**src/rtl/alu_req_arbiter.sv**
```systemverilog
// Round-robin arbiter sharing one ALU between NUM_REQ requesters; one start/done transaction per grant.
// Optional WAIT-state abort is enabled by defining ALU_REQ_ARBITER_TIMEOUT_EN.
module alu_req_arbiter #(
    parameter int unsigned NUM_REQ     = 4,
    parameter int unsigned DATA_W      = 8,
    parameter int unsigned TIMEOUT_CYC = 64
) (
    input  logic                        clk,
    input  logic                        reset,
    input  logic [NUM_REQ-1:0]          req,
    input  logic [2*NUM_REQ-1:0]        req_op,
    input  logic [DATA_W*NUM_REQ-1:0]   req_a,
    input  logic [DATA_W*NUM_REQ-1:0]   req_b,
    output logic [NUM_REQ-1:0]          gnt,
    output logic [NUM_REQ-1:0]          resp_valid,
    output logic [2*DATA_W-1:0]         resp_data,
    output logic                        busy,
    output logic                        alu_start,
    output logic [1:0]                  alu_op_code,
    output logic [DATA_W-1:0]           alu_a,
    output logic [DATA_W-1:0]           alu_b,
    input  logic                        alu_done,
    input  logic [2*DATA_W-1:0]         alu_result,
    output logic                        timeout_err
);

    localparam int unsigned IDX_W = (NUM_REQ > 1) ? $clog2(NUM_REQ) : 1;

    typedef enum logic [2:0] {StIdle, StGrant, StStart, StWait, StResp} state_e;

    state_e              state_q, state_d;
    logic [IDX_W-1:0]    ptr_q, ptr_d;
    logic [IDX_W-1:0]    idx_q, idx_d;
    logic [1:0]          op_q, op_d;
    logic [DATA_W-1:0]   a_q, a_d;
    logic [DATA_W-1:0]   b_q, b_d;
    logic [2*DATA_W-1:0] res_q, res_d;

    logic                found;
    logic [IDX_W-1:0]    win_idx;
    logic [IDX_W-1:0]    cand;
    logic [1:0]          op_sel;
    logic [DATA_W-1:0]   a_sel;
    logic [DATA_W-1:0]   b_sel;

`ifdef ALU_REQ_ARBITER_TIMEOUT_EN
    localparam int unsigned CNT_W = $clog2(TIMEOUT_CYC + 1);
    logic [CNT_W-1:0] cnt_q, cnt_d;
    logic             to_q, to_d;
`endif

    // First requester at or after ptr, wrapping modulo NUM_REQ.
    always_comb begin
        found   = 1'b0;
        win_idx = '0;
        cand    = '0;
        for (int unsigned i = 0; i < NUM_REQ; i++) begin
            cand = IDX_W'((32'(ptr_q) + i) % NUM_REQ);
            if (!found && req[cand]) begin
                found   = 1'b1;
                win_idx = cand;
            end
        end
    end

    always_comb begin
        op_sel = '0;
        a_sel  = '0;
        b_sel  = '0;
        for (int unsigned i = 0; i < NUM_REQ; i++) begin
            if (win_idx == IDX_W'(i)) begin
                op_sel = req_op[2*i +: 2];
                a_sel  = req_a[DATA_W*i +: DATA_W];
                b_sel  = req_b[DATA_W*i +: DATA_W];
            end
        end
    end

    always_comb begin
        state_d = state_q;
        ptr_d   = ptr_q;
        idx_d   = idx_q;
        op_d    = op_q;
        a_d     = a_q;
        b_d     = b_q;
        res_d   = res_q;
`ifdef ALU_REQ_ARBITER_TIMEOUT_EN
        cnt_d   = cnt_q;
        to_d    = to_q;
`endif
        unique case (state_q)
            StIdle: begin
                if (found) begin
                    idx_d   = win_idx;
                    op_d    = op_sel;
                    a_d     = a_sel;
                    b_d     = b_sel;
                    state_d = StGrant;
                end
            end
            StGrant: state_d = StStart;
            StStart: begin
`ifdef ALU_REQ_ARBITER_TIMEOUT_EN
                cnt_d = '0;
                to_d  = 1'b0;
`endif
                state_d = StWait;
            end
            StWait: begin
                if (alu_done) begin
                    res_d   = alu_result;
                    state_d = StResp;
                end
`ifdef ALU_REQ_ARBITER_TIMEOUT_EN
                // A done in the timeout cycle takes priority over the abort.
                else if (cnt_q == CNT_W'(TIMEOUT_CYC - 1)) begin
                    res_d   = '1;
                    to_d    = 1'b1;
                    state_d = StResp;
                end else begin
                    cnt_d = cnt_q + CNT_W'(1);
                end
`endif
            end
            StResp: begin
                ptr_d   = (idx_q == IDX_W'(NUM_REQ - 1)) ? '0 : idx_q + IDX_W'(1);
                state_d = StIdle;
            end
            default: state_d = StIdle;
        endcase
    end

    always_ff @(posedge clk or posedge reset) begin
        if (reset) begin
            state_q <= StIdle;
            ptr_q   <= '0;
            idx_q   <= '0;
            op_q    <= '0;
            a_q     <= '0;
            b_q     <= '0;
            res_q   <= '0;
        end else begin
            state_q <= state_d;
            ptr_q   <= ptr_d;
            idx_q   <= idx_d;
            op_q    <= op_d;
            a_q     <= a_d;
            b_q     <= b_d;
            res_q   <= res_d;
        end
    end

`ifdef ALU_REQ_ARBITER_TIMEOUT_EN
    always_ff @(posedge clk or posedge reset) begin
        if (reset) begin
            cnt_q <= '0;
            to_q  <= 1'b0;
        end else begin
            cnt_q <= cnt_d;
            to_q  <= to_d;
        end
    end

    assign timeout_err = (state_q == StResp) && to_q;
`else
    assign timeout_err = 1'b0;
`endif

    assign busy        = (state_q != StIdle);
    assign alu_start   = (state_q == StStart);
    assign gnt         = (state_q == StGrant) ? (NUM_REQ'(1) << idx_q) : '0;
    assign resp_valid  = (state_q == StResp) ? (NUM_REQ'(1) << idx_q) : '0;
    assign resp_data   = res_q;
    assign alu_op_code = op_q;
    assign alu_a       = a_q;
    assign alu_b       = b_q;

endmodule

```
**config.mk**
```make
export PLATFORM = sky130hd
export DESIGN_NAME = alu_req_arbiter
export DESIGN_NICKNAME = d
export VERILOG_FILES = /design/src/rtl/alu_req_arbiter.sv
export SDC_FILE = /design/constraint.sdc
export NUM_CORES = 1
export LEC_CHECK = 0
export BUFFER_PORTS_ARGS = -buffer_cell sky130_fd_sc_hd__buf_4
export CORE_MARGIN = 2
export CORE_UTILIZATION = 23
export DETAILED_ROUTE_END_ITERATION = 6
export PLACE_DENSITY_LB_ADDON = 0.15
export SLEW_MARGIN = 20
export SYNTH_ARGS = -nofsm -noshare
export SYNTH_HDL_FRONTEND = slang
export SYNTH_SLANG_ARGS = --single-unit
```
**constraint.sdc**
```tcl
create_clock -name clk -period 2 [get_ports clk]
set_clock_uncertainty 0.1 [all_clocks]
set_input_delay 0.4 -clock clk [delete_from_list [all_inputs] [get_ports clk]]
set_output_delay 0.4 -clock clk [all_outputs]
set_load 0.01 [all_outputs]
```
==> impl_metrics.yaml, run 1 <==
worst_setup_path:
  critPathSlowestCell: "dfrtp_1"
  slowest_delay_ps: 410
  r2r_cells: 6
  path_common_cell: "buf_4"
  cp_data_arrival_time_ps: 1350
  worst-path-max-fanout: 10
  crit_required_ps: 1500
  critPathKind: "flip-flop to primary output"
  end_kind: "primary output"
  r2r_start: "state_q[1]"
  startpoint_type: "flip-flop"
  cp_top_family: "flip-flops"
  worstReg2RegEnd: "alu_a[4]"
  r2r_slack_ps: 220
  crit_chain: "buf_4, nor2_1, and3_1, buf_4"
  worst-path-buf-inv: 2
logic_synthesis:
  ys_seq_area_share_pct: 45.5
  synth-adder-area-share_pct: 2.22
  avgSynthCellArea_um2: 9.60
  synth_area_um2: 2260
  syn_nets: 334
  syn_inst: 235
  yosysWarnings: 0
  synth-seq-cells: 41
  synthMuxAreaShare_pct: 8.49
  synth_xor_area_share_pct: 0
  synthDistinctLibCells: 38
  synth-edff-count: 0
  yosys.area_share.simple_pct: 19.7
  synthArstFlopShare_pct: 100
  synth_flop_cell: "dfrtp_1"
  synth_top_family_by_area: "simple AND/OR/NAND/NOR gates"
  synth_compound_area_share_pct: 18.2
timing:
  drv_slew: 0
  hold_viol: 0
  fin_crit_ps: 1850
  fmax_mhz: 540
  rsz0062_at_grt: "false"
  final.setup.tns_ps: 0
  setup_violations: 0
  finalCritPeriodShare_pct: 92.6
  worst_slack_ps: 149
floorplanning:
  die_x_um: 103
  initial_core_util_pct: 23.4
  num_rows: 36
  die_y_um: 103
  core_um2: 9640
  io_pins: 140
  die_area_um2: 10600
job:
  maxCapViolations: 0
hold_path:
  hold_class: "primary input to async pin"
outcome:
  status: "finished clean"
place:
  pre_cts_ws_ps: 83.9
  place.gp.congestion: 0.795
  place_area_um2: 3470
  place.port_buffers: 138
  dp_hpwl_mm: 5.37
global_routing:
  overflow: 0
  grt_max_degree: 24
  antenna_found_initial: 0
  grt_pass1_vias: 2209
  grt_pass1_wl_mm: 11.1
  globalRouteTotalUtil_pct: 13.5
routing:
  finalWirelength_mm: 7.16
  drtIter0Drc: 48
  routed_via_density: 4.36
  wl_per_cell_um: 14.0
  postRouteAntennaNets: 0
  vias: 2224
  drc_errors: 0
  drt-pass1-iter-count: 4
cts:
  cts_sinks: 41
  clk_latency_ps: 300
  cts_buffers: 5
  root_buffer: "clkbuf_8"
  tritoncts: "done"
  cts_hold_buf: 0
  clockBufferDepth: 2
  clk_pin_slew_ps: 90
  htreeDepth: 2
pwr:
  netSwitchingFraction_pct: 39.7
  vdd_drop_max_mv: 0.443
  power_frac_clock_pct: 12.6
  pwr-share-seq_pct: 34.2
  comb_power_share_pct: 53.2
  total_power_mw: 4.44
  total_leakage_power_nw: 1.82
  p_per_area_nw_per_um2: 1250
  p_int_mw: 2.68
  p_sw_mw: 1.76
final_layout:
  layout-drive-gt1-share_pct: 46.9
  final_cell_area_um2: 3560
  final_nets: 475
  area_growth_pct: 57.8
  diodes: 0
## cells in the mapped netlist (2+ instances only)
library cell | instances | area, um^2
a211oi_2 | 10 | 125
inv_1 | 6 | 22.5
o22ai_1 | 18 | 113
nor3_1 | 3 | 15.0
and3_1 | 9 | 56.3
buf_2 | 3 | 15.0
o21ai_0 | 2 | 10.0
nand2_1 | 53 | 199
buf_4 | 2 | 15.0
inv_2 | 2 | 7.51
buf_6 | 3 | 33.8
ha_1 | 4 | 50.1
clkbuf_1 | 4 | 15.0
dfrtp_1 | 41 | 1030
nor2_1 | 25 | 93.8
mux2i_1 | 18 | 180
a21oi_1 | 4 | 20.0
a211oi_1 | 8 | 60.1
## flip-flops by register name, summed over array words and instances, names as in the netlist
signal,flops
alu_b,8
alu_a,8
alu_op_code,2
resp_data,16
idx_q,2
ptr_q,2
state_q,3
## worst max-delay path by stage
| stage | depth (start not counted) | from | endpoint | slack, ps |
|---|---|---|---|---|
| 6_report | 4 | state_q[2] | gnt[1] | 150 |
| 5_1_grt | 4 | state_q[2] | gnt[1] | 30 |
| 4_1_cts | 3 | state_q[1] | resp_valid[1] | 80 |
| 3_5_place_dp | 7 | req[0] | alu_a[4] | 80 |
| 3_3_place_gp | 7 | req[0] | alu_a[6] | 170 |
| 2_1_floorplan | 8 | req[3] | alu_a[0] | 250 |
## through the flow
| step | utilization, % | std cells | hold WS (ps) |
|---|---|---|---|
| 2_1_floorplan | - | 235 | 391 |
| 3_3_place_gp | 36.0 | 502 | 361 |
| 3_5_place_dp | 36.0 | 502 | 353 |
| 4_1_cts | 36.9 | 510 | 35.8 |
| 5_1_grt | 36.9 | 510 | 35.5 |
| 6_report | 36.9 | 510 | 13.4 |
## layout by cell type, fill, tap and decap left out, drive strengths merged, types with 2 or more instances in the layout
| master | synthesis | final |
|---|---|---|
| ha | 4 | 4 |
| nor2b | 2 | 2 |
| o22ai | 19 | 19 |
| a211oi | 18 | 18 |
| nor2 | 25 | 25 |
| a21oi | 4 | 4 |
| nor3 | 4 | 4 |
| clkinvlp | 0 | 2 |
| o21ai | 3 | 3 |
| and3 | 9 | 9 |
| dfrtp | 41 | 41 |
| buf | 9 | 147 |
| nand2 | 53 | 53 |
| clkbuf | 4 | 6 |
| mux2i | 18 | 18 |
| inv | 9 | 9 |
## final cells by class
| class | instances | area (um^2) |
|---|---|---|
| clock buffer | 6 | 72.6 |
| tap | 133 | 166 |
| multi-input combinational | 172 | 1100 |
| inverter | 9 | 36.3 |
| clock inverter | 2 | 15.0 |
| sequential | 41 | 1030 |
| fill | 1020 | 6080 |
| timing repair buffer | 147 | 1140 |
## routing by layer
metal / up-vias / global-route usage (%) / wire, um
met5: - / 0 / 0
met4: 0 / 3.95 / 77
met3: 5 / 2.78 / 284
met2: 67 / 23.0 / 3680
met1: 1042 / 17.2 / 3120
li1: 1110 / - / -
## logic make-up (layout without fill, tap and decap cells)
group | Yosys count | in the layout
fa+ha+maj | 4 | 4
other cells | 1 | 1
flops | 41 | 41
compound gates | 50 | 50
mux | 19 | 19
buf+inv | 22 | 164
simple gates | 98 | 98
## power by group through the flow
stage          Sequential [mW]  Combinational, mW  Clock [mW]
6_report                  1.52               2.36       0.559
5_1_grt                   1.57               2.59       0.623
4_1_cts                   1.52               2.41       0.586
3_5_place_dp              1.53               2.40           0
3_3_place_gp              1.53               2.38           0
2_1_floorplan             1.63               1.23           0
## repair_timing
action                                  4_1_cts  5_1_grt
endpoints found under the setup margin        0        3
resized for setup                             0        1
setup buffers                                 0        0
(Power assumes the default switching activity.)
==> run 2: changes to the inputs <==
Settings changed: CORE_UTILIZATION 23 to 42, PLACE_DENSITY set to 0.79, PLACE_DENSITY_LB_ADDON 0.15 to not set.
==> run 2 against run 1 <==
  * Critical path depth unchanged
  * Combinational power is essentially flat
  * Clock power increased by 25%
  * Flip-flop and latch count did not move
  * Core utilization grew 31 points
  * Highest routed layer unchanged
  * Setup slack worse by 17 ps
  * Worst hold slack better by 41 ps
  * Register-to-register slack worse by 50 ps
  * Largest power group unchanged
==> impl_metrics.yaml, run 2 (same netlist as run 1, synthesis figures left out) <==
pwr:
  vdd_drop_max_mv: 0.762
  total_leakage_power_nw: 1.84
  p_per_area_nw_per_um2: 1300
timing:
  fin_crit_ps: 1870
  setup_violations: 0
  final.setup.tns_ps: 0
  worst_slack_ps: 132
  finalCritPeriodShare_pct: 93.4
  hold_viol: 0
  rsz0062_at_grt: "false"
  drv_slew: 0
  fin_hold_ws_ps: 54.0
  fmax_mhz: 535
cts:
  cts_buffers: 5
  cts_hold_buf: 0
  clk_latency_ps: 290
  post_cts_buffers: 0
  cts_sinks: 41
  htreeDepth: 2
  root_buffer: "clkbuf_8"
  tritoncts: "done"
  clockBufferDepth: 2
  clk_pin_slew_ps: 80
  cts-resized-gates: 0
outcome:
  status: "finished clean"
global_routing:
  grt_max_degree: 22
  antenna_found_initial: 0
  grt_pass1_vias: 2259
  globalRouteTotalUtil_pct: 22.2
  grt_pass1_wl_mm: 10.5
  overflow: 0
job:
  maxCapViolations: 0
place:
  dp_hpwl_mm: 5.12
  place.gp.congestion: 0.832
  place.port_buffers: 138
  pre_cts_ws_ps: 85.4
final_layout:
  diodes: 0
  mostFrequentLayoutCell: "buf_4"
  layout-drive-gt1-share_pct: 47.1
  largest_reg_flops: 16
  postLayoutCoreUtil_pct: 68.3
  area_growth_pct: 55.5
  layout_common_cells: "buf_4 (146), nand2_1 (53), dfrtp_1 (41)"
  fillerInstances: 427
  final_nets: 476
worst_setup_path:
  cp_data_arrival_time_ps: 1370
  crit_required_ps: 1500
  startpoint_type: "flip-flop"
  end_kind: "primary output"
  r2r_cells: 6
  worstReg2RegEnd: "alu_a[2]"
  cp-startpoint: "state_q[0]"
  worst-path-max-fanout: 9
  r2r_slack_ps: 170
  cp-endpoint: "resp_valid[2]"
  r2r_start: "state_q[1]"
  critPathKind: "flip-flop to primary output"
floorplanning:
  initial_core_util_pct: 43.9
  die_x_um: 77.3
  die_area_um2: 5970
  io_pins: 140
  die_y_um: 77.3
  core_um2: 5140
  num_rows: 26
routing:
  drc_errors: 0
  drtIter0Drc: 96
  postRouteAntennaNets: 0
  finalWirelength_mm: 6.58
  drt-pass1-iter-count: 4
  vias: 2277
  routed_via_density: 5.08
  wl_per_cell_um: 14.7
hold_path:
  hold_class: "primary input to async pin"
## run 2: cell count changes in the layout (fill, tap and decap cells not counted)
cell	change
inv_1	+1
clkbuf_1	-1
buf_12	-1
clkbuf_8	+1
inv_2	-1
clkinvlp_4	-1
bufinv_16	+1
buf_4	+2
## run 2: per-layer routing
metal  vias up  GRT usage [%]  part of all wire (%)
met5         -              0                     0
met4         0           8.21                   2.5
met3        15           5.29                   6.7
met2        99           38.3                    52
met1      1054           26.9                    39
li1       1109              -                     -
## run 2: worst min-delay path by stage
stage | to | cells past startpoint
floorplan | idx_q[1] | 2
finish | alu_b[6] | 3
CTS | alu_b[6] | 3
detailed placement | resp_data[13] | 2
global placement | resp_data[13] | 2
global route | resp_data[3] | 3
## run 2: area by class of cell
| class | instances | area, um^2 | area share, % |
|---|---|---|---|
| flip-flops and latches | 41 | 1030 | 29.2 |
| inverters | 9 | 36.3 | 1.03 |
| clock inverters | 2 | 37.5 | 1.07 |
| well taps | 70 | 87.6 | 2.50 |
| clock buffers | 6 | 82.6 | 2.35 |
| repair buffers | 148 | 1140 | 32.4 |
| multi-input cells | 172 | 1100 | 31.4 |
## run 2: stage by stage
stage / power, mW / instances / instance area [um^2]
after floorplan: 2.86 / 235 / 2260
after global placement: 3.84 / 440 / 3390
after detailed placement: 3.90 / 440 / 3390
after CTS: 4.60 / 448 / 3510
after global routing: 4.88 / 448 / 3510
final: 4.58 / 448 / 3510
## run 2: where the power goes
part	total [mW]	switching [mW]	internal, mW
registers	1.52	0.296	1.23
clock network	0.699	0.294	0.406
logic	2.35	1.15	1.21
## run 2: critical path, cell delays in order (launching register included)
cell and delay, ps:
dfrtp_1 420, buf_4 180, nor2_2 170, and3_1 180
buf_4 110
